<file path="src/rtl/memory_arbiter_16entry_256bit.sv">
// Two-requester arbiter for a 16x256 memory: IDLE->EXEC->RESP, one access per 3 cycles, VALID two cycles after accept.
// Backpressure: ox_BUSY is combinational; high outside IDLE or when the other requester wins the IDLE cycle.
module memory_arbiter_16entry_256bit #(
    parameter int P_FIXED_PRIORITY = 0
) (
    input  logic         iCLOCK,
    input  logic         inRESET,
    input  logic         iA_REQ,
    output logic         oA_BUSY,
    input  logic         iA_RW,
    input  logic [3:0]   iA_ADDR,
    input  logic [31:0]  iA_BYTE_ENA,
    input  logic [255:0] iA_DATA,
    output logic         oA_VALID,
    output logic [255:0] oA_DATA,
    input  logic         iB_REQ,
    output logic         oB_BUSY,
    input  logic         iB_RW,
    input  logic [3:0]   iB_ADDR,
    input  logic [31:0]  iB_BYTE_ENA,
    input  logic [255:0] iB_DATA,
    output logic         oB_VALID,
    output logic [255:0] oB_DATA,
    output logic         oMEM_WR_ENA,
    output logic [3:0]   oMEM_WR_ADDR,
    output logic [31:0]  oMEM_BYTE_ENA,
    output logic [255:0] oMEM_WR_DATA,
    output logic [3:0]   oMEM_RD_ADDR,
    input  logic [255:0] iMEM_RD_DATA
);

    localparam logic [1:0] L_IDLE = 2'd0;
    localparam logic [1:0] L_EXEC = 2'd1;
    localparam logic [1:0] L_RESP = 2'd2;

    logic [1:0]   state;
    logic         rrFavorB;
    logic         owner;
    logic         cmdRw;
    logic [3:0]   cmdAddr;
    logic [31:0]  cmdByteEna;
    logic [255:0] cmdData;
    logic [255:0] rdData;
    logic         isIdle;
    logic         grantA;
    logic         grantB;

    assign isIdle = (state == L_IDLE);

    always_comb begin
        grantA = 1'b0;
        grantB = 1'b0;
        if (isIdle) begin
            if (P_FIXED_PRIORITY != 0) begin
                grantA = iA_REQ;
                grantB = iB_REQ & ~iA_REQ;
            end else begin
                // A lone requester wins; on a tie the pointer picks.
                grantA = iA_REQ & (~iB_REQ | ~rrFavorB);
                grantB = iB_REQ & (~iA_REQ | rrFavorB);
            end
        end
    end

    assign oA_BUSY = ~isIdle | grantB;
    assign oB_BUSY = ~isIdle | grantA;

    always_ff @(posedge iCLOCK or negedge inRESET) begin
        if (!inRESET) begin
            state      <= L_IDLE;
            rrFavorB   <= 1'b0;
            owner      <= 1'b0;
            cmdRw      <= 1'b0;
            cmdAddr    <= '0;
            cmdByteEna <= '0;
            cmdData    <= '0;
            rdData     <= '0;
        end else begin
            case (state)
                L_IDLE: begin
                    if (grantA | grantB) begin
                        owner      <= grantB;
                        cmdRw      <= grantB ? iB_RW       : iA_RW;
                        cmdAddr    <= grantB ? iB_ADDR     : iA_ADDR;
                        cmdByteEna <= grantB ? iB_BYTE_ENA : iA_BYTE_ENA;
                        cmdData    <= grantB ? iB_DATA     : iA_DATA;
                        rrFavorB   <= grantA;
                        state      <= L_EXEC;
                    end
                end
                L_EXEC: begin
                    if (!cmdRw) begin
                        rdData <= iMEM_RD_DATA;
                    end
                    state <= L_RESP;
                end
                L_RESP:  state <= L_IDLE;
                default: state <= L_IDLE;
            endcase
        end
    end

    // Memory-side fields come straight from the command latch so they hold outside EXEC.
    assign oMEM_WR_ENA   = (state == L_EXEC) & cmdRw;
    assign oMEM_WR_ADDR  = cmdAddr;
    assign oMEM_RD_ADDR  = cmdAddr;
    assign oMEM_BYTE_ENA = cmdByteEna;
    assign oMEM_WR_DATA  = cmdData;

    assign oA_VALID = (state == L_RESP) & ~owner;
    assign oB_VALID = (state == L_RESP) & owner;
    assign oA_DATA  = (oA_VALID & ~cmdRw) ? rdData : '0;
    assign oB_DATA  = (oB_VALID & ~cmdRw) ? rdData : '0;

endmodule

</file>
<file path="config.mk">
export PLATFORM = sky130hd
export DESIGN_NAME = memory_arbiter_16entry_256bit
export DESIGN_NICKNAME = d
export VERILOG_FILES = /design/src/rtl/memory_arbiter_16entry_256bit.sv
export SDC_FILE = /design/constraint.sdc
export NUM_CORES = 1
export LEC_CHECK = 0
export CORE_AREA = 3 3 646 648
export CTS_CLUSTER_DIAMETER = 200
export DETAILED_ROUTE_END_ITERATION = 7
export DIE_AREA = 0 0 649 651
export GPL_TIMING_DRIVEN = 0
export PLACE_DENSITY_LB_ADDON = 0.2
export RECOVER_POWER = 25
export SLEW_MARGIN = 20
export SYNTH_ARGS = -nofsm -noshare
export SYNTH_HDL_FRONTEND = slang
export SYNTH_SLANG_ARGS = --single-unit
</file>
<file path="constraint.sdc">
create_clock -name iCLOCK -period 1.7 [get_ports iCLOCK]
set_input_delay 0.34 -clock iCLOCK [delete_from_list [all_inputs] [get_ports iCLOCK]]
set_output_delay 0.34 -clock iCLOCK [all_outputs]
set_load 0.01 [all_outputs]
</file>
; ---- Word-level counts from Yosys, hierarchy flattened
; Cells that the tools add are included.
[word_totals]
regBits = 553
wordCells = 42
[classes]
eq_ne = 3
n_mux = 10
bitwise = 18
reduce_logical = 3
[ops]
columns = operator, n
row1 = 2-to-1 mux 256 bit, 3
row2 = 2-to-1 mux 32 bit, 1
row3 = bitwise AND 1 bit, 7
row4 = inverter 1 bit, 6
row5 = OR 1 bit, 5
row6 = 2-to-1 mux 4 bit, 1
row7 = one-hot mux 2 bit (2 select lines), 1
row8 = AND reduction 2 bit, 2
row9 = 2-to-1 mux 1 bit, 3
row10 = equality test 2 x 1 -> 1 bit (second input constant), 1
row11 = equality test 2 bit (second input constant), 1
row12 = zero test 2 bit, 1
row13 = 2-to-1 mux 2 bit, 1
row14 = != test 2 x 1 -> 1 bit (second input constant), 1

; ---- Longest topological paths before layout
[depth]
ltp_word = 7
depth_mapped = 7
depth_no_buf = 3

; ---- Worst setup path before layout
; No wires, ideal clock.
[synth_path]
kind = flip-flop to output port
from = reg state[0]
to = out oA_DATA[215]
arrival_time_ps = 1456
required_time_ps = 1360
path_slack_ps = -96
path_stages_with_launch = 6
path_buffers = 2
path_cell_list = dfrtp_1 > nand2b_1 > nor3_1 > buf_1 > clkbuf_1 > and2_1
[synth_via]
elab_chain_cells = 4
[synth_rtl]
columns = item, line_no
row1 = from (decl), 36  ; logic [1:0] state;
row2 = from (signal assigned), 70  ; state <= L_IDLE;
row3 = from (signal assigned), 88  ; state <= L_EXEC;
row4 = from (signal assigned), 95  ; state <= L_RESP;
row5 = equality test 2 bit, 110  ; assign oA_VALID = (state == L_RESP) & ~owner;
row6 = bitwise AND 1 bit, 110
row7 = bitwise AND 1 bit, 112  ; assign oA_DATA = (oA_VALID & ~cmdRw) ? rdData : '0;
row8 = 2-to-1 mux 256 bit, 112
row9 = to (decl), 15  ; output logic [255:0] oA_DATA,
; Every way passes these cells.

; ---- Worst setup path in the final report
[layout_path]
from = reg owner
to = out oB_DATA[56]
[layout_via]
elab_chain_cells = 3
[layout_rtl]
columns = item, line_no
row1 = from (decl), 38  ; logic owner;
row2 = from (signal assigned), 82  ; owner <= grantB;
row3 = bitwise AND 1 bit, 111  ; assign oB_VALID = (state == L_RESP) & owner;
row4 = bitwise AND 1 bit, 113  ; assign oB_DATA = (oB_VALID & ~cmdRw) ? rdData : '0;
row5 = 2-to-1 mux 256 bit, 113
row6 = to (decl), 23  ; output logic [255:0] oB_DATA,
; Every way passes these cells.

==> summary.txt <==
Placed design
  • Placement Cell Area: 53,900 sq um
  • Hpwl dp: 295,000 microns
  • PortBufs: 1,658
  • RD Place Congestion: 0.887
  • Setup WS pre-CTS: -2650 ps

Timing
  • Fmax: between 300 and 400 MHz
  • Final Hold Viols: 0
  • Fin crit share: 1.80
  • Fin. max-slew vios: 0
  • Worst Max-Slew Pin Slew: 1170 ps
  • Unrepaired setup endpoints after global routing: yes
  • Skew final: 37.5 ps
  • Setup TNS: -1,628,960 ps
  • Final setup fails: between 1,500 and 2,000
  • Max-slew headroom: 0.222
  • Final WS setup: -1350 ps
  • Crit path time final: 3050 ps

Floorplanning
  • I/O pin cnt: 1,659
  • Row count: around 240
  • Initial core utilization: 0.0728
  • Die area: roughly 420,000 sq um
  • Core area: 413,000 sq um
  • Die Y-Extent: 651 microns
  • Die Wd: 649 microns

Run
  • Max-cap violations: 0

Cells and area
  • Number of nets in the layout: 5,608
  • Area grow syn2layout: 101%
  • Layout cells sized above 1: 0.319
  • Post-layout util: 0.147
  • Finished Cell Area: 60,500 sq um
  • Fillers: 46,600
  • FF+latch area: 13,800 sq um
  • Area occupied by multi-input gates: 14,300 sq um

Yosys
  • Post-synth cell types: 31
  • Synthesized area: 30,000 sq um
  • Syn Area/Cell: between 10 and 15 sq um
  • Cells after Synth: roughly 2,800
  • Yosys reg bits: 553
  • Main synth FF type: dfrtp_1
  • Area leader, netlist: dfrtp_1
  • Synth warn: 0
  • Register area share after synthesis: 0.461
  • Most frequent cell after synthesis: dfrtp_1
  • Synth top cells by count: dfrtp_1 (553), and2_1 (513), inv_1 (296)
  • Ranking of synthesized cells by area: dfrtp_1 (46%), o311ai_2 (11%), and2_1 (11%)
  • Yosys top cell area share: 0.461
  • Mapped Nets: ~3,700
  • FFs w/ async S/R, synth: 1.00
  • Post-synth EDFFs: 0

Setup path
  • Element type at the critical path end: output port
  • Crit-path max cell delay: about 500 ps
  • Crit Path Max Fanout: 6
  • CP Class: reg2out
  • Crit path top cell by count: buf_6
  • Worst endpoint required time: 1360 ps
  • Worst path slowest cell: dfrtp_2
  • Critical path, cell by cell: inv_2 > nor3_4 > buf_6 > buf_12 > clkbuf_16 > buf_16 > buf_6 > and2_4 > buf_6
  • Critical Path Start Type: flip-flop
  • Arrival time worst endpoint: 2710 ps

Global routing
  • Initial antenna violation count: 98
  • Largest net degree at the start of global routing: 75
  • Number of global-route vias before repair: 34,800
  • Overall Global Routing Usage: 0.155
  • First-pass GRT wire length: 422,000 microns
  • GR Overflow Total: 0

Detailed routing
  • Detail Route Antenna Nets: 0
  • Wire per inst: 33.0 microns
  • DRT Pass-1 Iters: 5
  • Drt total wl: 341,000 microns
  • DRC: 0
  • Initial DRC count: 1,834
  • Vias per cell: 3.17
  • DR vias: 32,800

Pwr
  • Leakage: 24.2 nW
  • VDD IR-drop max: ~0.00075 V
  • Tot Pwr: 105 mW
  • PD cells: 1730 nW/um^2

Clock tree
  • CTS Buf Count: 92
  • TritonCTS clock tree: built
  • Total clock sinks: approximately 550
  • H-tree depth: 3
  • Clk root buf: clkbuf_16
  • Clk Latency, worst-skew pair: ~800 ps
  • Clock transition at path regs: around 60 ps
  • Max Root-Sink Buffers: 4

Outcome
  • Violated checks: setup timing
  • Run status: finished with violations

Worst hold path
  • Hold WC Path Type: in2reg
## state kept, by name, summed over array words and instances, names as in the netlist
signal / cells
state: 2
cmdRw: 1
oMEM_BYTE_ENA: 32
rrFavorB: 1
oMEM_WR_DATA: 256
oMEM_RD_ADDR: 4
owner: 1
rdData: 256
## power breakdown
group	total, mW	internal, mW	switching, mW
Sequential	29.4	20.1	9.29
Clock	19.5	11.7	7.86
Combinational	55.9	23.3	32.6
## worst max-delay path: cells and delay by family (launching register included)
kind | cells | cell delay [ps]
buffers and inverters | 7 | 940
DFF | 1 | 500
and+or+nand+nor | 2 | 400
## cells in the final DEF, fill, tap and decap left out, types with 28 or more instances in the layout
| cell type | instances |
|---|---|
| and2_1 | 251 |
| and2_4 | 261 |
| buf_12 | 45 |
| buf_2 | 60 |
| buf_4 | 142 |
| buf_6 | 327 |
| buf_8 | 45 |
| clkbuf_1 | 199 |
| clkbuf_16 | 121 |
| clkbuf_2 | 68 |
| clkdlybuf4s50_1 | 1144 |
| dfrtp_1 | 550 |
| diode_2 | 31 |
| dlymetal6s2s_1 | 28 |
| inv_1 | 295 |
| mux2_1 | 91 |
| mux2_2 | 165 |
| nand4_1 | 292 |
| o21ai_0 | 284 |
| o311ai_1 | 69 |
| o311ai_2 | 200 |
## final timing paths
path                                          end  slack (ps)              start  depth (start not counted)
worst min-delay path            oMEM_WR_DATA[245]         130       iA_DATA[245]                          3
worst max register to register        rdData[216]       -1330           state[1]                          6
min in group asynchronous               rdData[1]        1120            inRESET                          7
worst max-delay path                  oB_DATA[56]       -1350              owner                          9
max in group asynchronous        oMEM_WR_DATA[89]       -1280            inRESET                         10
worst min register to register  oMEM_WR_DATA[252]         500  oMEM_WR_DATA[252]                          2
## layer usage
layer,routed length (microns),track usage
met2,181000,0.292
met1,125000,0.165
met5,141,0
met3,24100,0.0466
met4,11600,0.0439
## timing repair
action,CTS,global route
buffers inserted,88,57
pin swaps,20,9
endpoints found under the setup margin,1365,1707
hold buffers,6,0
cloned,17,11
resized for setup,1968,968
hold endpoints to repair,163,0
## cell families (layout without fill, tap and decap cells)
family | after synthesis | count (layout) | share of synthesized area
other | 0 | 31 | 0
multiplexers | 256 | 256 | 0.0959
AND/OR/NAND/NOR | 823 | 823 | 0.171
AO/OA/AOI/OAI | 591 | 591 | 0.185
flip-flops | 553 | 553 | 0.461
buffers and inverters | 613 | 2604 | 0.0874
## cell type report
type / instances / share of cell area
Clock inverter: 22 / 0.00486
Inverter: 296 / 0.0184
Timing Repair Buffer: 1841 / 0.315
Buffer: 308 / 0.0377
Multi-Input combinational cell: 1670 / 0.236
Clock buffer: 137 / 0.0441
Tap cell: 5474 / 0.113
Sequential cell: 553 / 0.229
Antenna cell: 31 / 0.00128
## metrics by stage
stage,hold WS [ps],cells
6_report,133,10300
2_1_floorplan,44.4,2836
5_1_grt,64.5,10300
3_5_place_dp,268,9983
3_3_place_gp,483,9968
4_1_cts,2.84,10300
(Power assumes the default switching activity.)
